[src/rtl/serial_pkg.sv]
// Shared types and helpers for the 8N1 serial receiver.
`timescale 1ns/1ps
package serial_pkg;

  // Samples taken per bit period.
  localparam int OVERSAMPLE = 16;

  // Receiver control states.
  typedef enum logic [2:0] {
    ARM,
    IDLE,
    START,
    DATA,
    STOP,
    EMIT
  } rx_state_e;

  // Clock divider for one oversample tick, rounded to nearest.
  function automatic int baud_div(input int clock_hz, input int baud);
    return (clock_hz + (baud * OVERSAMPLE) / 2) / (baud * OVERSAMPLE);
  endfunction

  // Two-of-three vote used to reject single-sample noise.
  function automatic logic majority3(input logic a, input logic b, input logic c);
    return (a & b) | (a & c) | (b & c);
  endfunction

endpackage

[src/rtl/baud_tick_gen.sv]
// Free-running oversample tick divider; restart realigns it to a start edge.
`timescale 1ns/1ps
module baud_tick_gen #(
  parameter int DIV = 27
) (
  input  logic clock,
  input  logic reset_n,
  input  logic restart,
  output logic tick
);

  localparam int CW = (DIV < 2) ? 1 : $clog2(DIV);
  localparam logic [CW-1:0] LAST = CW'(DIV - 1);

  generate
    if (DIV < 2) begin : g_div_check
      $error("baud_tick_gen: DIV must be at least 2");
    end
  endgenerate

  logic [CW-1:0] count;

  // Divider counter: wraps every DIV clocks, forced to zero on restart.
  // NOTE: sequential state uses non-blocking assignments so every flop samples pre-edge values.
  always_ff @(posedge clock) begin
    if (!reset_n || restart) begin
      count <= '0;
    end else if (count == LAST) begin
      count <= '0;
    end else begin
      count <= count + CW'(1);
    end
  end

  assign tick = (count == LAST) && !restart;

endmodule

[src/rtl/serial_receiver.sv]
// 8N1 receiver: 16x oversampling, 3-sample majority vote, start/stop checks,
// byte strobe on ready with received held stable before and during the pulse.
`timescale 1ns/1ps
module serial_receiver import serial_pkg::*; #(
  parameter int CLOCK_HZ     = 50_000_000,
  parameter int BAUD         = 115200,
  parameter int READY_CYCLES = 2
) (
  input  logic       clock,
  input  logic       reset_n,
  input  logic       rx,
  output logic [7:0] received,
  output logic       ready,
  output logic       framing_error
);

  localparam int DIV = baud_div(CLOCK_HZ, BAUD);
  localparam int RCW = $clog2(READY_CYCLES + 1);

  generate
    if (READY_CYCLES < 1) begin : g_ready_check
      $error("serial_receiver: READY_CYCLES must be at least 1");
    end
  endgenerate

  logic           rx_meta, rx_sync, rx_prev;
  logic           fall_edge;
  logic           tick;
  logic           restart;
  logic           emit_done;
  logic           vote_now;

  rx_state_e      state;
  logic [3:0]     sample_idx;
  logic [2:0]     bit_cnt;
  logic [3:0]     arm_cnt;
  logic [7:0]     shift;
  logic [1:0]     mid_samples;
  logic           bit_vote;
  logic           start_pending;
  logic [RCW-1:0] emit_cnt;

  baud_tick_gen #(.DIV(DIV)) u_tick (
    .clock   (clock),
    .reset_n (reset_n),
    .restart (restart),
    .tick    (tick)
  );

  // Two-flop synchronizer on the raw line plus one stage for edge detection.
  always_ff @(posedge clock) begin
    if (!reset_n) begin
      rx_meta <= 1'b1;
      rx_sync <= 1'b1;
      rx_prev <= 1'b1;
    end else begin
      rx_meta <= rx;
      rx_sync <= rx_meta;
      rx_prev <= rx_sync;
    end
  end

  assign fall_edge = rx_prev & ~rx_sync;

  // Vote over samples 7 and 8 (registered) and sample 9 (live line).
  assign vote_now = majority3(mid_samples[1], mid_samples[0], rx_sync);

  // Decide when a new frame begins, which also realigns the tick divider.
  // NOTE: every always_comb output gets a default first so no path infers a latch.
  always_comb begin
    emit_done = (emit_cnt == RCW'(READY_CYCLES));
    restart   = 1'b0;
    case (state)
      IDLE:    restart = fall_edge;
      EMIT:    restart = emit_done && (start_pending || fall_edge);
      default: restart = 1'b0;
    endcase
  end

  // Receiver FSM with registered outputs.
  always_ff @(posedge clock) begin
    if (!reset_n) begin
      state         <= ARM;
      sample_idx    <= '0;
      bit_cnt       <= '0;
      arm_cnt       <= '0;
      shift         <= '0;
      mid_samples   <= '0;
      bit_vote      <= 1'b0;
      start_pending <= 1'b0;
      emit_cnt      <= '0;
      received      <= '0;
      ready         <= 1'b0;
      framing_error <= 1'b0;
    end else begin
      ready         <= 1'b0;
      framing_error <= 1'b0;

      // Oversample bookkeeping shared by every in-frame state; wraps 15 -> 0.
      if (tick && (state inside {START, DATA, STOP})) begin
        sample_idx <= sample_idx + 4'd1;
        if (sample_idx == 4'd7) mid_samples[0] <= rx_sync;
        if (sample_idx == 4'd8) mid_samples[1] <= rx_sync;
        if (sample_idx == 4'd9) bit_vote       <= vote_now;
      end

      case (state)
        ARM: begin
          // Require a full bit time of idle line before listening.
          if (!rx_sync) begin
            arm_cnt <= '0;
          end else if (tick) begin
            if (arm_cnt == 4'd15) begin
              arm_cnt <= '0;
              state   <= IDLE;
            end else begin
              arm_cnt <= arm_cnt + 4'd1;
            end
          end
        end

        IDLE: begin
          if (restart) begin
            sample_idx <= '0;
            state      <= START;
          end
        end

        START: begin
          if (tick && sample_idx == 4'd15) begin
            if (bit_vote) begin
              state <= IDLE;
            end else begin
              bit_cnt <= '0;
              state   <= DATA;
            end
          end
        end

        DATA: begin
          if (tick && sample_idx == 4'd15) begin
            shift   <= {bit_vote, shift[7:1]};
            bit_cnt <= bit_cnt + 3'd1;
            if (bit_cnt == 3'd7) state <= STOP;
          end
        end

        STOP: begin
          // Decided half a bit early so a back-to-back start edge is not missed.
          if (tick && sample_idx == 4'd9) begin
            if (vote_now) begin
              received      <= shift;
              emit_cnt      <= '0;
              start_pending <= 1'b0;
              state         <= EMIT;
            end else begin
              framing_error <= 1'b1;
              arm_cnt       <= '0;
              state         <= ARM;
            end
          end
        end

        EMIT: begin
          if (emit_done) begin
            sample_idx    <= '0;
            start_pending <= 1'b0;
            state         <= restart ? START : IDLE;
          end else begin
            ready    <= 1'b1;
            emit_cnt <= emit_cnt + RCW'(1);
            if (fall_edge) start_pending <= 1'b1;
          end
        end

        default: state <= ARM;
      endcase
    end
  end

endmodule

[config.mk]
export PLATFORM = sky130hd
export DESIGN_NAME = serial_receiver
export DESIGN_NICKNAME = d
export VERILOG_FILES = /design/src/rtl/serial_pkg.sv /design/src/rtl/baud_tick_gen.sv /design/src/rtl/serial_receiver.sv
export SDC_FILE = /design/constraint.sdc
export NUM_CORES = 1
export LEC_CHECK = 0
export BUFFER_PORTS_ARGS = -buffer_cell sky130_fd_sc_hd__clkbuf_2
export CAP_MARGIN = 20
export CORE_ASPECT_RATIO = 0.6
export CORE_MARGIN = 2
export CORE_UTILIZATION = 54
export DETAILED_ROUTE_END_ITERATION = 12
export PLACE_DENSITY = 0.77
export SLEW_MARGIN = 0
export SYNTH_ARGS = -nofsm -noshare
export SYNTH_HDL_FRONTEND = slang
export SYNTH_SLANG_ARGS = --single-unit
[constraint.sdc]
create_clock -name clock -period 4.8 [get_ports clock]
set_input_delay 1.2 -clock clock [delete_from_list [all_inputs] [get_ports clock]]
set_output_delay 1.2 -clock clock [all_outputs]
set_load 0.005 [all_outputs]
==> impl_metrics.yaml, run 1 <==
run_status:
  outcome: "finished clean"
setup_path:
  path_buf_inv: 0
  crit_fanout: 16
  critical_path_arrival_ps: 2600
  path_class: "register to register"
  crit_family: "simple AND/OR/NAND/NOR gates"
  crit_slowest_cell: "dfxtp_1"
  startpoint: "state[0]"
  cp_cell_sequence: "nor2b_1 > o211a_4 > nor2_2 > nand4_1 > mux2i_1"
  worst_r2r_startpoint: "state[0]"
  r2r_setup_slack_ps: 2430
  slowest_delay_ps: 620
  cp_data_required_time_ps: 5020
  cp-start-kind: "register"
  end_kind: "register"
sta:
  max_freq_mhz: 421.4
  hold_viol_final: 0
  worst_pin_slew_ps: 825.4
  slew_viol_final: 0
  fin_crit_sh_pct: 49.44
  finalSetupTns_ps: 0
  min_period_ps: 2373
  rsz0062_at_grt: "no"
  skew_ps: 6.184
  setup_viol: 0
  max_slew_margin_pct: 44.56
  whs_ps: 417.1
finish:
  fill_cells: 341
  layout-drive-gt1-share_pct: 10.76
  finalNetCount: 262
  layout_common_cells: "dfxtp_1 (46), nand2_1 (28), mux2i_1 (18)"
  utilization_pct: 58.60
  syn2layout_area_growth_pct: 6.127
  postLayoutCellArea_um2: 2362
  n_antenna_cell: 0
  final_common_cell: "dfxtp_1"
clock_network:
  holdBufCountCts: 0
  cts_max_level: 2
  cts_buffer_depth: 2
  cts-root-buf: "clkbuf_8"
  cts_tree: "built"
  clk_latency_ps: 300
  cts_inserted_buffers: 5
  cts.sinks: 46
  cts_resized: 0
  cts_setup_buffers: 0
  path_clk_slew_ps: 90
power_and_ir_drop:
  p_leak_nw: 0.9281
  ir_drop_mv: 0.1613
  sw_frac_of_total_pct: 22.90
  switchingPower_mw: 0.1467
  clkPwrFrac_pct: 36.7
  p_per_area_nw_per_um2: 271.2
  internal_power_mw: 0.4939
  seq_power_share_pct: 60.7
  p_comb_share_pct: 2.6
global_routing:
  grt_usage_pct: 18.25
  first_global_vias: 1330
  grt-ovfl-total: 0
  grt_pass1_wl_mm: 6.520
  grt_max_degree: 47
  grt_antenna_before_repair: 0
synth:
  synth_area_leaders: "dfxtp_1 (41%), mux2i_1 (8.1%), ha_1 (5.1%), nand2_1 (4.7%), nor2b_1 (4.5%)"
  yosysSeqAreaShare_pct: 41.37
  netlist_area_um2: 2226
  synth_top_family_by_area: "simple AND/OR/NAND/NOR gates"
  ys_types: 50
  synthSimpleGateAreaFrac_pct: 25.35
  syn_avg_cell_area_um2: 9.085
  synth.area.mux_share_pct: 8.094
  synth_ff_type: "dfxtp_1"
  syn_nets: 257
  synth-edff-count: 0
  synth_top_cell_area_share_pct: 41.37
  synth-warning-count: 0
  async_reset_ff_share_pct: 0
  synth-compound-area-share_pct: 12.31
  yosys.area.top_type: "dfxtp_1"
  synthAdderAreaFrac_pct: 5.565
  syn_inst: 245
  ys_ff_latch: 46
  synthXorXnorAreaFrac_pct: 2.361
floorplanning:
  rows: 18
  dieArea_um2: 4668
  initial_core_util_pct: 55.21
  die_w_um: 86.89
  coreArea_um2: 4031
  num_io_pins: 13
  die_height_um: 53.73
job:
  max-cap-violations: 0
routing:
  via_per_inst: 5.458
  via_count: 1643
  wirelength_mm: 3.937
  firstDrtPassIters: 4
  wl_per_cell_um: 13.08
  first_iter_violations: 136
  ant_nets: 0
  route.detailed.drc: 0
min_path:
  min_path_type: "register to register"
  hold_start: "rx_meta"
placed_design:
  place.port_buffers: 12
  dpl.hpwl_mm: 2.744
  place_congestion: 0.9509
  placed_area_um2: 2272
## per-stage QoR
step                setup WS (ps)  total power [mW]  cells
floorplan                    2670            0.4112    245
global placement             2432            0.4142    293
detailed placement           2434            0.4143    293
CTS                          2434            0.6489    301
global route                 2187            0.6715    301
finish                       2427            0.6406    301
## path summary, 6_finish.rpt
kind / endpoint / depth (start not counted)
hold / removal: rx_sync / 1
setup / recovery: shift[6] / 5
setup reg to reg: shift[6] / 5
hold reg to reg: rx_sync / 1
## Yosys cell counts, types with 2 or more instances
| master | count |
|---|---|
| nand4_1 | 5 |
| o21a_1 | 2 |
| o21ai_1 | 2 |
| mux2i_1 | 18 |
| nand4b_1 | 2 |
| xnor2_1 | 2 |
| buf_2 | 4 |
| a21oi_1 | 7 |
| clkbuf_1 | 7 |
| o31ai_1 | 4 |
| nand3b_1 | 2 |
| nor2_1 | 16 |
| nor2b_1 | 16 |
| buf_6 | 2 |
| o211ai_1 | 2 |
| nand2_1 | 28 |
| and3_1 | 4 |
| ha_1 | 9 |
| a31oi_1 | 3 |
| nand3_1 | 9 |
| inv_1 | 9 |
| xor2_1 | 4 |
| nand2b_1 | 6 |
| dfxtp_1 | 46 |
| o22ai_1 | 4 |
| or3b_1 | 2 |
| o21ai_0 | 7 |
## logic make-up (layout without fill, tap and decap cells)
| kind of cell | Yosys count | after routing |
|---|---|---|
| mux | 18 | 18 |
| simple gates | 102 | 102 |
| flops | 46 | 46 |
| compound gates | 40 | 40 |
| fa+ha+maj | 10 | 10 |
| xor+xnor | 6 | 6 |
| buf+inv | 23 | 29 |
## cell type report
class                      count  area [um2]  share of cell area, %
sequential                    46       920.9                  38.98
tap                           50       62.56                  2.648
inverter                       9       33.78                  1.430
clock inverter                 3       21.27                 0.9004
multi-input combinational    176        1195                  50.58
clock buffer                   5       68.82                  2.913
timing repair buffer          12       60.06                  2.542
## registers in the layout, summed over array words and instances, names as in the netlist, 2 cells and up
signal and flops:
state 3, bit_cnt 3, emit_cnt 2, sample_idx 4, shift 8, received 8
u_tick.count 5, mid_samples 2, arm_cnt 4
## power by group through the flow
stage	logic (mW)	registers, mW	clock network, mW
6_report	0.0167	0.389	0.235
2_1_floorplan	0.0150	0.396	0
3_5_place_dp	0.0167	0.398	0
4_1_cts	0.0168	0.389	0.243
3_3_place_gp	0.0168	0.397	0
5_1_grt	0.0187	0.389	0.263
## routing by layer
metal	vias to the layer above	global-route usage, %	part of all wire, %
met4	0	5.208	0.64
met1	718	29.36	55
met3	5	5.982	7.1
met2	48	21.76	37
met5	-	0	0
li1	872	-	-
No activity file was read; power rests on OpenSTA's default activity.
==> run 2: changes to the inputs <==
--- a/config.mk
+++ b/config.mk
@@ -5,6 +5,7 @@
 export SDC_FILE = /design/constraint.sdc
 export NUM_CORES = 1
 export LEC_CHECK = 0
+export ABC_AREA = 1
 export BUFFER_PORTS_ARGS = -buffer_cell sky130_fd_sc_hd__clkbuf_2
 export CAP_MARGIN = 20
 export CORE_ASPECT_RATIO = 0.6
==> constraint.sdc (replaced) <==
create_clock -name clock -period 2.3 [get_ports clock]
set_input_delay 0.575 -clock clock [delete_from_list [all_inputs] [get_ports clock]]
set_output_delay 0.575 -clock clock [all_outputs]
set_load 0.005 [all_outputs]
==> run 2 against run 1 <==
  * Die area is 1.8% lower
  * Total power is 130% higher
  * Via count is 14% higher
  * Combinational power grew to 2.5 times the previous value
  * Sequential cell count stayed put
  * Hold slack better by 18 ps
  * Design area is 1.5% higher
==> impl_metrics.yaml, run 2 <==
run_status:
  outcome: "finished clean"
setup_path:
  cp_data_required_time_ps: 2540
  crit_fanout: 4
  path_class: "register to register"
  cp_cell_sequence: "ha_1 > nand3_1 > o21ai_0 > nand2_1 > nor2_1 > nand2_1 > nor2_4 > nand3_2 > and2_1 > nor2_1"
  end_kind: "register"
  critical_path_arrival_ps: 2030
  slowest_delay_ps: 410
  cp-start-kind: "register"
  crit_slowest_cell: "dfxtp_1"
min_path:
  min_path_type: "register to register"
finish:
  syn2layout_area_growth_pct: 9.920
  final_common_cell: "nor2_1"
  layout_common_cells: "nor2_1 (53), dfxtp_1 (46), nand2_1 (34)"
  utilization_pct: 63.71
  top_regs: "received: 8 flops, shift: 8 flops, u_tick.count: 5 flops"
  finalNetCount: 313
  n_antenna_cell: 0
  layout-drive-gt1-share_pct: 15.95
routing:
  route.met3.wl_um: 249
  wl_per_cell_um: 13.20
  via_per_inst: 5.402
  highest_layer: "met4"
  first_iter_violations: 143
  drt-met1-wl_mm: 2.487
  met2WireLength_mm: 1.818
  via_count: 1880
  ant_nets: 0
  firstDrtPassIters: 4
  route.detailed.drc: 0
  wirelength_mm: 4.594
synth:
  synth-edff-count: 0
  netlist_area_um2: 2182
  syn_nets: 297
  synth_area_leaders: "dfxtp_1 (42%), nor2_1 (9.1%), nand2_1 (5.8%), ha_1 (5.2%), inv_1 (4.5%)"
  yosys.cell_count.top_type: "nor2_1"
  syn_inst: 285
  yosysSeqAreaShare_pct: 42.20
  ys_types: 36
  synth-warning-count: 0
  syn_avg_cell_area_um2: 7.656
  synth_ff_type: "dfxtp_1"
  async_reset_ff_share_pct: 0
  ys_ff_latch: 46
  yosys.area.top_type: "dfxtp_1"
  synthTopCellsByCount: "nor2_1 (53), dfxtp_1 (46), nand2_1 (34), inv_1 (26), o21ai_0 (19)"
  synth_top_cell_area_share_pct: 42.20
clock_network:
  cts_tree: "built"
  cts_max_level: 2
  cts_resized: 0
  cts_buffer_depth: 2
  clk_latency_ps: 300
  cts.sinks: 46
  cts_inserted_buffers: 5
  cts-root-buf: "clkbuf_8"
  cts_setup_buffers: 0
  path_clk_slew_ps: 80
  holdBufCountCts: 0
sta:
  max_slew_margin_pct: 67.82
  min_period_ps: 1792
  worst_pin_slew_ps: 480.6
  setup_viol: 0
  skew_ps: 5.804
  whs_ps: 434.7
  hold_viol_final: 0
  finalSetupTns_ps: 0
  max_freq_mhz: 558.2
  slew_viol_final: 0
  rsz0062_at_grt: "no"
  fin_crit_sh_pct: 77.89
floorplanning:
  coreArea_um2: 3765
  die_w_um: 86.07
  num_io_pins: 13
  initial_core_util_pct: 57.96
  rows: 17
  die_height_um: 53.24
  dieArea_um2: 4582
global_routing:
  grt_pass1_wl_mm: 7.631
  grt_max_degree: 30
  grt-ovfl-total: 0
  grt_usage_pct: 22.17
  grt_antenna_before_repair: 0
  first_global_vias: 1630
placed_design:
  place_congestion: 0.9254
  place.port_buffers: 12
  dpl.hpwl_mm: 3.299
power_and_ir_drop:
  ir_drop_mv: 0.3068
  p_leak_nw: 1.069
  p_per_area_nw_per_um2: 609.4
  p_total_mw: 1.462
job:
  max-cap-violations: 0
run 2: cell types whose count changed after synthesis, sizes merged, moves of 11 or more:
cell | before | now
nand2 | 28 | 41
nor2b | 16 | 0
nor2 | 17 | 59
o21ai | 9 | 29
mux2i | 18 | 0
inv | 9 | 32
nor3 | 2 | 13
run 2: final timing paths:
kind                            slack [ps]  cells after the start       start       end
worst max-delay path                   510                     10  arm_cnt[1]  state[2]
worst min-delay path                   430                      1     rx_meta   rx_sync
worst max register to register         510                     10  arm_cnt[1]  state[2]
worst min register to register         430                      1     rx_meta   rx_sync
run 2: kinds of logic (layout without fill, tap and decap cells):
group / Yosys count / in the layout / synth area share, %
fa+ha+maj: 9 / 9 / 5.161
buf+inv: 37 / 53 / 6.823
flops: 46 / 46 / 42.20
simple gates: 142 / 142 / 33.09
xor+xnor: 3 / 3 / 1.204
compound gates: 48 / 48 / 11.53
run 2: through the flow:
step / instance area [um2] / cells / setup slack [ps]
2_1_floorplan: 2182 / 285 / 774.3
5_1_grt: 2399 / 348 / 306.0
6_report: 2399 / 348 / 508.4
3_5_place_dp: 2286 / 341 / 549.0
4_1_cts: 2399 / 348 / 521.1
3_3_place_gp: 2286 / 341 / 559.1
run 2: power by group:
group / total [mW] / internal [mW] / switching, mW
clock: 0.607 / 0.348 / 0.260
combinational: 0.0424 / 0.0146 / 0.0278
sequential: 0.812 / 0.804 / 0.00813
run 2: metal layers:
| layer | vias up | track usage [%] |
|---|---|---|
| li1 | 965 | - |
| met1 | 860 | 33.65 |
| met2 | 49 | 29.33 |
| met3 | 6 | 6.240 |
| met4 | 0 | 7.143 |
| met5 | - | 0 |
run 2: area by class of cell:
cell class | instances | area [um2]
multi-input combinational | 202 | 1112
fill | 326 | 1366
clock buffer | 6 | 82.58
timing repair buffer | 13 | 67.56
tap | 47 | 58.81
sequential | 46 | 920.9
clock inverter | 1 | 30.03
inverter | 33 | 126.4
run 2: worst max-delay path, delay by kind of cell (launching register included):
family | cells | cell delay (ps)
adder cells (fa/ha/maj) | 1 | 210
flip-flops | 1 | 410
AND/OR/NAND/NOR | 8 | 920
AO/OA/AOI/OAI | 1 | 200
==> run 3: changes to the inputs <==
==> constraint.sdc (replaced) <==
create_clock -name clock -period 1.8 [get_ports clock]
set_input_delay 0.45 -clock clock [delete_from_list [all_inputs] [get_ports clock]]
set_output_delay 0.45 -clock clock [all_outputs]
set_load 0.005 [all_outputs]
==> run 3 against run 2 <==
  * Register-to-register slack worse by 400 ps
  * First-iteration DRC count down 15%
  * Maximum frequency rose by 5.9%
==> impl_metrics.yaml, run 3 (synthesis gave the netlist of run 2 again) <==
run_status:
  outcome: "finished clean"
setup_path:
  slowest_delay_ps: 340
  rr_worst_depth: 7
  end_kind: "register"
  crit_fanout: 7
  path_buf_inv: 0
  crit_slowest_cell: "dfxtp_1"
  cpMostUsedCell: "o21ai_0"
  cp-start-kind: "register"
  cp_cell_sequence: "o21a_1 > a21oi_1 > nand2_1 > o21ai_0 > nand3_2 > o21ai_0 > nor2_1"
  r2r_setup_slack_ps: 110
  critical_path_arrival_ps: 1890
  cp.depth: 7
  cp_data_required_time_ps: 1990
  path_class: "register to register"
  crit_family: "compound AO/OA/AOI/OAI gates"
global_routing:
  first_global_vias: 1645
  grt_antenna_before_repair: 0
  grt_pass1_wl_mm: 7.562
  grt_max_degree: 22
  grt_usage_pct: 21.58
  grt-ovfl-total: 0
power_and_ir_drop:
  internal_power_mw: 1.464
  sw_frac_of_total_pct: 21.72
  p_total_mw: 1.871
  p_comb_share_pct: 3.1
  p_per_area_nw_per_um2: 762.4
  switchingPower_mw: 0.4063
  p_leak_nw: 1.093
  ir_drop_mv: 0.4622
  seq_power_share_pct: 55.4
  clkPwrFrac_pct: 41.4
sta:
  worst_pin_slew_ps: 560.6
  setup_viol: 0
  fin_crit_sh_pct: 93.98
  max_freq_mhz: 591.2
  hold_viol_final: 0
  skew_ps: 3.863
  min_period_ps: 1692
  max_slew_margin_pct: 62.46
  slew_viol_final: 0
placed_design:
  place_congestion: 0.8916
  dpl.hpwl_mm: 3.291
  place.port_buffers: 12
  placed_area_um2: 2316
clock_network:
  clk_latency_ps: 300
  cts_max_level: 2
  cts_tree: "built"
  cts_setup_buffers: 0
  path_clk_slew_ps: 90
  cts_buffer_depth: 2
  holdBufCountCts: 0
  cts-root-buf: "clkbuf_8"
  cts.sinks: 46
  cts_inserted_buffers: 5
  cts_resized: 0
floorplanning:
  coreArea_um2: 3765
  die_height_um: 53.24
  initial_core_util_pct: 57.96
  die_w_um: 86.07
  num_io_pins: 13
  rows: 17
  dieArea_um2: 4582
finish:
  syn2layout_area_growth_pct: 12.44
  layout-drive-gt1-share_pct: 19.54
  final_common_cell: "nor2_1"
  top_regs: "received: 8 flops, shift: 8 flops, u_tick.count: 5 flops"
  finalNetCount: 318
  postLayoutCellArea_um2: 2454
  layout_common_cells: "nor2_1 (52), dfxtp_1 (43), nand2_1 (33)"
  utilization_pct: 65.17
  n_antenna_cell: 0
routing:
  firstDrtPassIters: 4
  via_per_inst: 5.212
  first_iter_violations: 121
  route.detailed.drc: 0
  wirelength_mm: 4.462
  via_count: 1845
  wl_per_cell_um: 12.60
  ant_nets: 0
min_path:
  holdPathStages: 2
  min_path_type: "primary input to register"
job:
  max-cap-violations: 0
run 3: cell types whose count changed in the layout (fill, tap and decap cells not counted), moves of 2 or more:
cell | before | now
dfxtp_2 | 0 | 3
o21ai_0 | 19 | 17
o21ai_1 | 10 | 12
buf_4 | 1 | 5
dfxtp_1 | 46 | 43
run 3: worst paths after layout:
check / start / to
min reg2reg: rx_meta / rx_sync
min: rx / rx_meta
max reg2reg: rx_sync / arm_cnt[3]
max: rx_sync / arm_cnt[3]
run 3: final cells by class:
type | instances | area [um2]
repair buffers | 17 | 97.59
well taps | 47 | 58.81
fillers | 329 | 1311
clock buffers | 5 | 68.82
inverters | 33 | 126.4
multi-input cells | 203 | 1134
flip-flops and latches | 46 | 924.6
clock inverters | 3 | 43.79
run 3: power by group through the flow:
stage | registers (mW) | clock network, mW | logic [mW]
floorplan | 1.06 | 0 | 0.0392
global placement | 1.06 | 0 | 0.0566
detailed placement | 1.06 | 0 | 0.0573
CTS | 1.04 | 0.792 | 0.0574
global route | 1.04 | 0.840 | 0.0664
finish | 1.04 | 0.775 | 0.0589
run 3: per-layer routing:
metal | routed length [um] | track usage [%] | vias to the layer above
met5 | 0 | 0 | -
met4 | 29 | 7.937 | 0
met3 | 356 | 6.240 | 5
met2 | 1720 | 30.10 | 57
met1 | 2356 | 31.17 | 808
li1 | - | - | 975
run 3: stage by stage:
step | instances | setup slack [ps] | TNS, ps | hold WS, ps
2_1_floorplan | 285 | 274.3 | 0 | 392.5
3_3_place_gp | 345 | 82.05 | 0 | 403.0
3_5_place_dp | 345 | 73.52 | 0 | 405.4
4_1_cts | 353 | 49.72 | 0 | 322.4
5_1_grt | 354 | -11.66 | -18.20 | 332.6
6_report | 354 | 108.4 | 0 | 328.1
